$ cat config.mk
export PLATFORM = sky130hd
export DESIGN_NAME = digit_scan_mux
export DESIGN_NICKNAME = d
export VERILOG_FILES = /design/src/rtl/digit_scan_mux_pkg.sv /design/src/rtl/digit_scan_mux_tick_gen.sv /design/src/rtl/digit_scan_mux.sv
export SDC_FILE = /design/constraint.sdc
export NUM_CORES = 1
export LEC_CHECK = 0
export CAP_MARGIN = 20
export CORE_MARGIN = 2
export CORE_UTILIZATION = 25
export DETAILED_ROUTE_END_ITERATION = 16
export DONT_BUFFER_PORTS = 1
export PLACE_DENSITY_LB_ADDON = 0.08
export SKIP_LAST_GASP = 1
export SYNTH_ARGS = -nofsm -noshare
export SYNTH_HDL_FRONTEND = slang
export SYNTH_HIERARCHICAL = 1
export SYNTH_SLANG_ARGS = --single-unit
$ cat constraint.sdc
create_clock -name clk -period 4.7 [get_ports clk]
set_input_delay 0.94 -clock clk [delete_from_list [all_inputs] [get_ports clk]]
set_output_delay 0.94 -clock clk [all_outputs]
set_load 0.03 [all_outputs]
$ cat src/rtl/digit_scan_mux_pkg.sv
// Shared constants and divider helpers for the digit scan multiplexer.
// The FSM codes stay plain localparams so legacy code that compares raw bits keeps working.
package digit_scan_mux_pkg;

    localparam logic [3:0] BLANK_CODE = 4'hF;

    localparam logic [0:0] ST_BLANK = 1'b0;
    localparam logic [0:0] ST_SHOW  = 1'b1;

    // Cycles each digit owns within one refresh frame.
    function automatic int slot_cycles(input int clk_hz, input int refresh_hz, input int n_digits);
        return clk_hz / (refresh_hz * n_digits);
    endfunction

    // Cycles between blink_phase toggles.
    function automatic int half_blink_cycles(input int clk_hz, input int blink_hz);
        return clk_hz / (2 * blink_hz);
    endfunction

endpackage

$ cat src/rtl/digit_scan_mux_tick_gen.sv
// Free-running divider: tick is high for one cycle out of every DIV.
// The first tick arrives DIV cycles after rst is released.
module tick_gen #(
    parameter int DIV = 2
) (
    input  logic clk,
    input  logic rst,
    output logic tick
);

    localparam int CW = (DIV > 1) ? $clog2(DIV) : 1;

    logic [CW-1:0] cnt_q;
    logic [CW-1:0] cnt_d;

    always_comb begin
        cnt_d = (cnt_q == CW'(DIV - 1)) ? '0 : cnt_q + CW'(1);
    end

    always_ff @(posedge clk) begin
        if (rst) begin
            cnt_q <= '0;
        end else begin
            cnt_q <= cnt_d;
        end
    end

    assign tick = (cnt_q == CW'(DIV - 1));

endmodule

$ cat src/rtl/digit_scan_mux.sv
// Scans N BCD digits onto one shared 7-seg decoder with a blank gap before each digit,
// set-mode blinking and leading-zero blanking of the most significant digit.
module digit_scan_mux
    import digit_scan_mux_pkg::*;
#(
    parameter int                    N_DIGITS     = 6,
    parameter int                    CLK_HZ       = 50_000_000,
    parameter int                    REFRESH_HZ   = 1000,
    parameter int                    BLANK_CYCLES = 16,
    parameter int                    BLINK_HZ     = 2,
    parameter logic                  AN_ACTIVE    = 1'b0,
    parameter logic [N_DIGITS-1:0]   DP_MASK      = 6'b010100,
    parameter logic                  SEG_INV      = 1'b0
) (
    input  logic                    clk,
    input  logic                    rst,
    input  logic [4*N_DIGITS-1:0]   bcd_in,
    input  logic [N_DIGITS-1:0]     blink_mask,
    input  logic                    lz_blank,
    output logic [3:0]              digit_data,
    output logic [N_DIGITS-1:0]     an,
    output logic                    dp
);

    localparam int   SLOT       = slot_cycles(CLK_HZ, REFRESH_HZ, N_DIGITS);
    localparam int   HALF_BLINK = half_blink_cycles(CLK_HZ, BLINK_HZ);
    localparam int   CW         = (SLOT > 1) ? $clog2(SLOT) : 1;
    localparam int   IW         = (N_DIGITS > 1) ? $clog2(N_DIGITS) : 1;
    localparam logic DP_ON      = SEG_INV;
    localparam logic DP_OFF     = ~SEG_INV;

    if (SLOT < 2 || BLANK_CYCLES >= SLOT) begin : g_bad_params
        $error("digit_scan_mux: slot too short for the requested blank gap");
    end

    logic [3:0] digits [N_DIGITS];

    for (genvar gi = 0; gi < N_DIGITS; gi++) begin : g_digits
        assign digits[gi] = bcd_in[4*gi +: 4];
    end

    logic                cnt_wrap;
    logic [CW-1:0]       cnt_q, cnt_d;
    logic [IW-1:0]       idx_q, idx_d;
    logic [0:0]          state_q, state_d;
    logic                blink_phase_q, blink_phase_d;
    logic [N_DIGITS-1:0] an_q, an_d;
    logic [3:0]          digit_data_q, digit_data_d;
    logic                dp_q, dp_d;
    logic                blink_tick;
    logic [3:0]          next_digit;
    logic                slot_blank;
    logic [N_DIGITS-1:0] an_show;

    tick_gen #(
        .DIV (HALF_BLINK)
    ) u_blink_tick (
        .clk  (clk),
        .rst  (rst),
        .tick (blink_tick)
    );

    always_comb begin
        cnt_wrap      = (cnt_q == CW'(SLOT - 1));
        cnt_d         = cnt_wrap ? '0 : cnt_q + CW'(1);
        idx_d         = idx_q;
        if (cnt_wrap) begin
            idx_d = (idx_q == IW'(N_DIGITS - 1)) ? '0 : idx_q + IW'(1);
        end
        blink_phase_d = blink_tick ? ~blink_phase_q : blink_phase_q;

        // Digit and blanking are decided once, on the edge that opens the SHOW window.
        next_digit = digits[idx_d];
        slot_blank = (blink_mask[idx_d] && blink_phase_q)
                  || (lz_blank && (idx_d == IW'(N_DIGITS - 1)) && (next_digit == 4'd0));
        an_show        = {N_DIGITS{~AN_ACTIVE}};
        an_show[idx_d] = AN_ACTIVE;

        state_d      = state_q;
        an_d         = an_q;
        digit_data_d = digit_data_q;
        dp_d         = dp_q;

        if (cnt_d == CW'(BLANK_CYCLES)) begin
            state_d = ST_SHOW;
            if (slot_blank) begin
                an_d         = {N_DIGITS{~AN_ACTIVE}};
                digit_data_d = BLANK_CODE;
                dp_d         = DP_OFF;
            end else begin
                an_d         = an_show;
                digit_data_d = next_digit;
                dp_d         = DP_MASK[idx_d] ? DP_ON : DP_OFF;
            end
        end else if (state_q == ST_SHOW && cnt_d == '0) begin
            state_d      = ST_BLANK;
            an_d         = {N_DIGITS{~AN_ACTIVE}};
            digit_data_d = BLANK_CODE;
            dp_d         = DP_OFF;
        end
    end

    always_ff @(posedge clk) begin
        if (rst) begin
            cnt_q         <= '0;
            idx_q         <= '0;
            state_q       <= ST_BLANK;
            blink_phase_q <= 1'b0;
            an_q          <= {N_DIGITS{~AN_ACTIVE}};
            digit_data_q  <= BLANK_CODE;
            dp_q          <= DP_OFF;
        end else begin
            cnt_q         <= cnt_d;
            idx_q         <= idx_d;
            state_q       <= state_d;
            blink_phase_q <= blink_phase_d;
            an_q          <= an_d;
            digit_data_q  <= digit_data_d;
            dp_q          <= dp_d;
        end
    end

    assign an         = an_q;
    assign digit_data = digit_data_q;
    assign dp         = dp_q;

endmodule

==> impl_metrics.env, run 1 <==
export IMPL_clk_insertion_delay_late_ns=0.30
export IMPL_die_area_sq_um=14000
export IMPL_dp_slack_ns=1.96
export IMPL_min_period_over_period=0.591
export IMPL_drc=0
export IMPL_worst_slew_margin_rel=0.457
export IMPL_die_h_um=119
export IMPL_yosys_warnings=6
export IMPL_detailedPlacementHpwl_um=6060
export IMPL_ys_seq_elements=54
export IMPL_max_vdd_ir_drop_mv=0.134
export IMPL_nets=405
export IMPL_maximum_frequency_from_static_timing_analysis_mhz=360
export IMPL_post_cts_resize_count=0
export IMPL_finish_stage_setup_viols=0
export IMPL_avgViaCountPerCell=5.00
export IMPL_setup_repair_after_global_routing_missed_its_margin="false"
export IMPL_slew_violations=0
export IMPL_placeableCoreArea_sq_um=12700
export IMPL_globalRouteTotalUtil=0.122
export IMPL_power_share_switching=0.248
export IMPL_antenna_diode_count=0
export IMPL_crit_path_end_kind="flop"
export IMPL_ys_seq_area_frac=0.330
export IMPL_floorplan_initialDensity=0.258
export IMPL_worst_setup_start_kind="flop"
export IMPL_synth_async_reset_ratio=0
export IMPL_number_of_antenna_violations_at_the_first_check_in_global_routing=0
export IMPL_leakage_nw=1.09
export IMPL_htreeDepth=2
export IMPL_routed_wirelength_um=8440
export IMPL_required_ns=4.88
export IMPL_synth_edf_count=0
export IMPL_io_buffer_count=0
export IMPL_die_outline_width_um=119
export IMPL_firstDrtPassIters=4
export IMPL_worst_pin_slew_ns=0.813
export IMPL_tritoncts="done"
export IMPL_hold_violations=0
export IMPL_synthesis_instances=380
export IMPL_hold_bufs_at_cts=0
export IMPL_post_synth_num_cell_types=70
export IMPL_max_clock_path_buffers=2
export IMPL_synthToLayoutAreaGrowth_pct=8.28
export IMPL_final_setup_skew_ns=0.00745
export IMPL_gp_congestion=0.746
export IMPL_power_combinational_fraction=0.045
export IMPL_cell_internal_pwr_mw=0.684
export IMPL_cts_root_buffer="sky130_fd_sc_hd__clkbuf_16"
export IMPL_via_count_of_the_first_global_routing_pass=2591
export IMPL_clkPwrFrac=0.441
export IMPL_run_status="complete, no violations"
export IMPL_drive_above_1_share=0.108
export IMPL_power_frac_seq=0.514
export IMPL_final_period_minus_worst_setup_slack_ns=2.78
export IMPL_hp_class="reg2reg"
export IMPL_layout_setup_ws_ns=1.92
export IMPL_per_instance_average_area_after_synthesis_sq_um=8.63
export IMPL_number_of_ports_placed_on_the_die_boundary=44
export IMPL_setup_total_negative_slack_ns=0
export IMPL_crit_type="reg2reg"
export IMPL_rows=41
export IMPL_path_max_fanout=30
export IMPL_critical_path_arrival_ns=2.96
export IMPL_syn_nets=416
export IMPL_cts_buffers=5
export IMPL_power_per_cell_area_nw_per_um2=256
export IMPL_maximum_number_of_pins_on_one_net_before_global_route_repair=33
export IMPL_route_detailed_wl_per_inst_um=15.6
export IMPL_tritoncts_num_sinks=54
export IMPL_clkSlewWorstSetupHoldPaths_ns=0.08
export IMPL_synth_ff_type="sky130_fd_sc_hd__dfxtp_1"
export IMPL_drt_antenna_violating_nets=0
export IMPL_first_iter_violations=188
export IMPL_global_route_wire_length_before_repair_um=13800
export IMPL_routed_via_count=2708
export IMPL_post_synth_instance_area_sq_um=3280
export IMPL_switching_power_mw=0.226
export IMPL_cap_viol_max_count=0
export IMPL_post_cts_setup_buffers=0
export IMPL_grt_remaining_overflow=0
## worst paths after layout
check,start,endpoint,slack (ns),depth (start not counted)
worst max register to register,cnt_q[0],digit_data[0],1.92,9
worst min-delay path,state_q,state_q,0.45,2
worst max-delay path,cnt_q[0],digit_data[0],1.92,9
worst min register to register,state_q,state_q,0.45,2
## synthesized netlist by cell type, drive strengths merged (7+ instances only)
master | instances | area share
dfxtp | 54 | 0.33
a2bb2oi | 11 | 0.033
nand2 | 27 | 0.033
clkbuf | 8 | 0.0092
nor3 | 12 | 0.018
xor2 | 13 | 0.035
xnor2 | 16 | 0.043
nand4 | 11 | 0.030
o21ai | 7 | 0.012
buf | 12 | 0.031
inv | 13 | 0.015
nand3 | 19 | 0.029
mux2i | 17 | 0.052
nor2 | 47 | 0.055
or3 | 8 | 0.015
a21oi | 13 | 0.022
## layout by cell type, fill, tap and decap left out, types with 6 or more instances in the layout
| cell | netlist | routed |
|---|---|---|
| sky130_fd_sc_hd__mux2i_1 | 17 | 17 |
| sky130_fd_sc_hd__xor2_1 | 13 | 13 |
| sky130_fd_sc_hd__nand4_1 | 9 | 9 |
| sky130_fd_sc_hd__nor2_1 | 46 | 46 |
| sky130_fd_sc_hd__dfxtp_1 | 54 | 54 |
| sky130_fd_sc_hd__o31ai_1 | 6 | 6 |
| sky130_fd_sc_hd__a21oi_1 | 11 | 11 |
| sky130_fd_sc_hd__o21ai_0 | 6 | 6 |
| sky130_fd_sc_hd__nand2_1 | 26 | 26 |
| sky130_fd_sc_hd__nand3_1 | 19 | 19 |
| sky130_fd_sc_hd__a2bb2oi_1 | 9 | 9 |
| sky130_fd_sc_hd__nor3_1 | 12 | 12 |
| sky130_fd_sc_hd__xnor2_1 | 16 | 16 |
| sky130_fd_sc_hd__or3_1 | 8 | 8 |
| sky130_fd_sc_hd__o22ai_1 | 6 | 6 |
| sky130_fd_sc_hd__inv_1 | 13 | 13 |
## worst max-delay path, cell delays in order, from the launching register on
cell and delay, ns:
sky130_fd_sc_hd__dfxtp_1 0.37, sky130_fd_sc_hd__inv_1 0.07, sky130_fd_sc_hd__ha_1 0.14, sky130_fd_sc_hd__and4bb_1 0.19, sky130_fd_sc_hd__and4_4 0.49, sky130_fd_sc_hd__mux2_2 0.38, sky130_fd_sc_hd__a211oi_1 0.40, sky130_fd_sc_hd__o2111ai_1 0.20
sky130_fd_sc_hd__a31oi_1 0.28, sky130_fd_sc_hd__a2bb2oi_1 0.11
## kinds of logic (layout without fill, tap and decap cells)
kind of cell	after synthesis	after routing	share of synthesized area
and+or+nand+nor	165	165	0.282
muxes	20	20	0.0622
xor gates and xnor gates	29	29	0.0775
buffers and inverters	33	23	0.0553
AOI/OAI and AO/OA	76	76	0.182
DFF	54	54	0.330
adders and majority gates	3	3	0.0115
## routing by layer
layer	wire, um	track usage	part of all wire	up-vias
li1	-	-	-	1374
met4	114	0.0379	0.014	0
met2	3930	0.198	0.47	43
met5	0	0	0	-
met3	333	0.0285	0.039	9
met1	4060	0.161	0.48	1282
## stage by stage
step                      total power, mW  instance area, sq um  utilization  hold slack, ns  std cells
after floorplan                     0.512                  3280            -           0.432        380
after global placement              0.521                  3370        0.265           0.435        533
after detailed placement            0.520                  3370        0.265           0.440        533
after CTS                           0.930                  3520        0.277           0.451        541
after global routing                0.952                  3550        0.279           0.498        542
final                               0.910                  3550        0.279           0.448        542
## state kept, by name, summed over array words and instances (netlist names)
signal,cells
dp,1
blink_phase_q,1
an,6
digit_data,4
idx_q,3
u_blink_tick/cnt_q,24
state_q,1
cnt_q,14
## power by group through the flow
stage | clock (mW) | combinational, mW | sequential [mW]
2_1_floorplan | 0 | 0.0349 | 0.477
3_3_place_gp | 0 | 0.0417 | 0.479
3_5_place_dp | 0 | 0.0413 | 0.479
4_1_cts | 0.420 | 0.0414 | 0.468
5_1_grt | 0.436 | 0.0458 | 0.469
6_report | 0.401 | 0.0407 | 0.468
## cell type report
cell class                      count  area (sq um)
Clock buffer                        5           125
Clock inverter                      3          28.8
Tap cell                          172           215
Multi-Input combinational cell    293          2020
Timing Repair Buffer                2          35.0
Inverter                           13          48.8
Sequential cell                    54          1080
Fill cell                        1426          9170
(Power assumes the default switching activity.)
==> run 2, diff against run 1 <==
Clock period 4.7 ns to 2.9 ns, I/O delays scaled along.
==> impl_metrics.env, run 2 (synthesized netlist as in run 1, its figures left out) <==
export IMPL_run_status="complete, no violations"
export IMPL_firstDrtPassIters=4
export IMPL_hold_violations=0
export IMPL_max_vdd_ir_drop_mv=0.261
export IMPL_cts_buffers=5
export IMPL_setup_total_negative_slack_ns=0
export IMPL_avgViaCountPerCell=4.93
export IMPL_total_power_mw=1.45
export IMPL_cts_root_buffer="sky130_fd_sc_hd__clkbuf_16"
export IMPL_tritoncts_num_sinks=54
export IMPL_io_buffer_count=0
export IMPL_clk_insertion_delay_late_ns=0.30
export IMPL_htreeDepth=2
export IMPL_worst_pin_slew_ns=0.750
export IMPL_placeableCoreArea_sq_um=12700
export IMPL_largest_register_ff_count=24
export IMPL_via_count_of_the_first_global_routing_pass=2673
export IMPL_rows=41
export IMPL_global_route_wire_length_before_repair_um=14100
export IMPL_antenna_diode_count=0
export IMPL_most_common_layout_cells="sky130_fd_sc_hd__dfxtp_1 (54), sky130_fd_sc_hd__nor2_1 (46), sky130_fd_sc_hd__nand2_1 (26)"
export IMPL_cpLargestDelayFamily="compound AO/OA/AOI/OAI gates"
export IMPL_max_clock_path_buffers=2
export IMPL_drt_antenna_violating_nets=0
export IMPL_path_max_fanout=11
export IMPL_tritoncts="done"
export IMPL_cap_viol_max_count=0
export IMPL_drc=0
export IMPL_routed_wirelength_um=8440
export IMPL_worst_slew_margin_rel=0.500
export IMPL_postLayoutCellArea_sq_um=3600
export IMPL_synthToLayoutAreaGrowth_pct=9.85
export IMPL_registers_top_by_ff_count="u_blink_tick/cnt_q"
export IMPL_hp_class="in2reg"
export IMPL_critical_path_arrival_ns=2.68
export IMPL_final_period_minus_worst_setup_slack_ns=2.51
export IMPL_globalRouteTotalUtil=0.122
export IMPL_final_setup_skew_ns=0.00977
export IMPL_worst_hold_slack_ns=0.342
export IMPL_first_iter_violations=185
export IMPL_crit_path_cell_trace="inv_1, ha_1, and4bb_1, and4_4, mux2_2, a211oi_1, o2111ai_1, a31oi_1, a2bb2oi_1"
export IMPL_maximum_number_of_pins_on_one_net_before_global_route_repair=24
export IMPL_routed_via_count=2716
export IMPL_number_of_ports_placed_on_the_die_boundary=44
export IMPL_worst_setup_start_kind="flop"
export IMPL_critical_path_max_stage_delay_ns=0.39
export IMPL_leakage_nw=1.12
export IMPL_detailedPlacementHpwl_um=6310
export IMPL_crit_type="reg2reg"
export IMPL_crit_path_end_kind="flop"
export IMPL_min_period_over_period=0.866
export IMPL_most_common_cell_after_layout_fill_and_taps_aside="sky130_fd_sc_hd__dfxtp_1"
export IMPL_die_h_um=119
export IMPL_setup_repair_after_global_routing_missed_its_margin="false"
export IMPL_post_cts_resize_count=0
export IMPL_number_of_antenna_violations_at_the_first_check_in_global_routing=0
export IMPL_hold_bufs_at_cts=0
export IMPL_critPathBufInv=1
export IMPL_drive_above_1_share=0.127
export IMPL_die_outline_width_um=119
export IMPL_cpMaxStageDelayCell="sky130_fd_sc_hd__a211oi_1"
export IMPL_grt_remaining_overflow=0
export IMPL_power_per_cell_area_nw_per_um2=402
export IMPL_finalCoreUtilization=0.283
export IMPL_route_detailed_wl_per_inst_um=15.3
export IMPL_slew_violations=0
export IMPL_post_cts_setup_buffers=0
export IMPL_nets=414
export IMPL_required_ns=3.07
export IMPL_dpl_cell_area_sq_um=3460
export IMPL_maximum_frequency_from_static_timing_analysis_mhz=398
export IMPL_floorplan_initialDensity=0.258
export IMPL_clkSlewWorstSetupHoldPaths_ns=0.08
export IMPL_gp_congestion=0.769
export IMPL_die_area_sq_um=14000
export IMPL_finish_stage_setup_viols=0
[run 2: final cells by class]
| class | count | area, sq um |
|---|---|---|
| Tap cell | 172 | 215 |
| Inverter | 13 | 48.8 |
| Clock inverter | 2 | 16.3 |
| Timing Repair Buffer | 11 | 95.1 |
| Fill cell | 1395 | 9120 |
| Multi-Input combinational cell | 293 | 2020 |
| Sequential cell | 54 | 1080 |
| Clock buffer | 6 | 129 |
[run 2: worst paths after layout]
check	start	endpoint	slack, ns	cells after the start
worst min register to register	state_q	state_q	0.45	2
worst min-delay path	rst	cnt_q[11]	0.34	1
worst max register to register	cnt_q[0]	digit_data[0]	0.39	9
worst max-delay path	cnt_q[0]	digit_data[0]	0.39	9
[run 2: where the power goes]
group | internal, mW | switching, mW | leakage [nW]
combinational | 0.0304 | 0.0360 | 0.619
clock | 0.325 | 0.297 | 0.0675
sequential | 0.748 | 0.0111 | 0.437
[run 2: metal layers]
metal  vias up  GRT usage  part of all wire
met2        44      0.203              0.47
li1       1400          -                 -
met4         0     0.0283            0.0075
met1      1267      0.163              0.48
met3         5     0.0256             0.038
met5         -          0                 0
[run 2: worst register-to-register path: stages, from the launching register on]
cell and delay (ns):
sky130_fd_sc_hd__dfxtp_1 0.37, sky130_fd_sc_hd__inv_1 0.08, sky130_fd_sc_hd__ha_1 0.13, sky130_fd_sc_hd__and4bb_1 0.19
sky130_fd_sc_hd__and4_4 0.32, sky130_fd_sc_hd__mux2_2 0.36, sky130_fd_sc_hd__a211oi_1 0.39, sky130_fd_sc_hd__o2111ai_1 0.18
sky130_fd_sc_hd__a31oi_1 0.26, sky130_fd_sc_hd__a2bb2oi_1 0.10
[run 2: metrics by stage]
step | instances | worst slack [ns]
6_report | 551 | 0.389
2_1_floorplan | 380 | 0.683
3_5_place_dp | 543 | 0.403
4_1_cts | 551 | 0.371
3_3_place_gp | 543 | 0.420
5_1_grt | 551 | 0.197
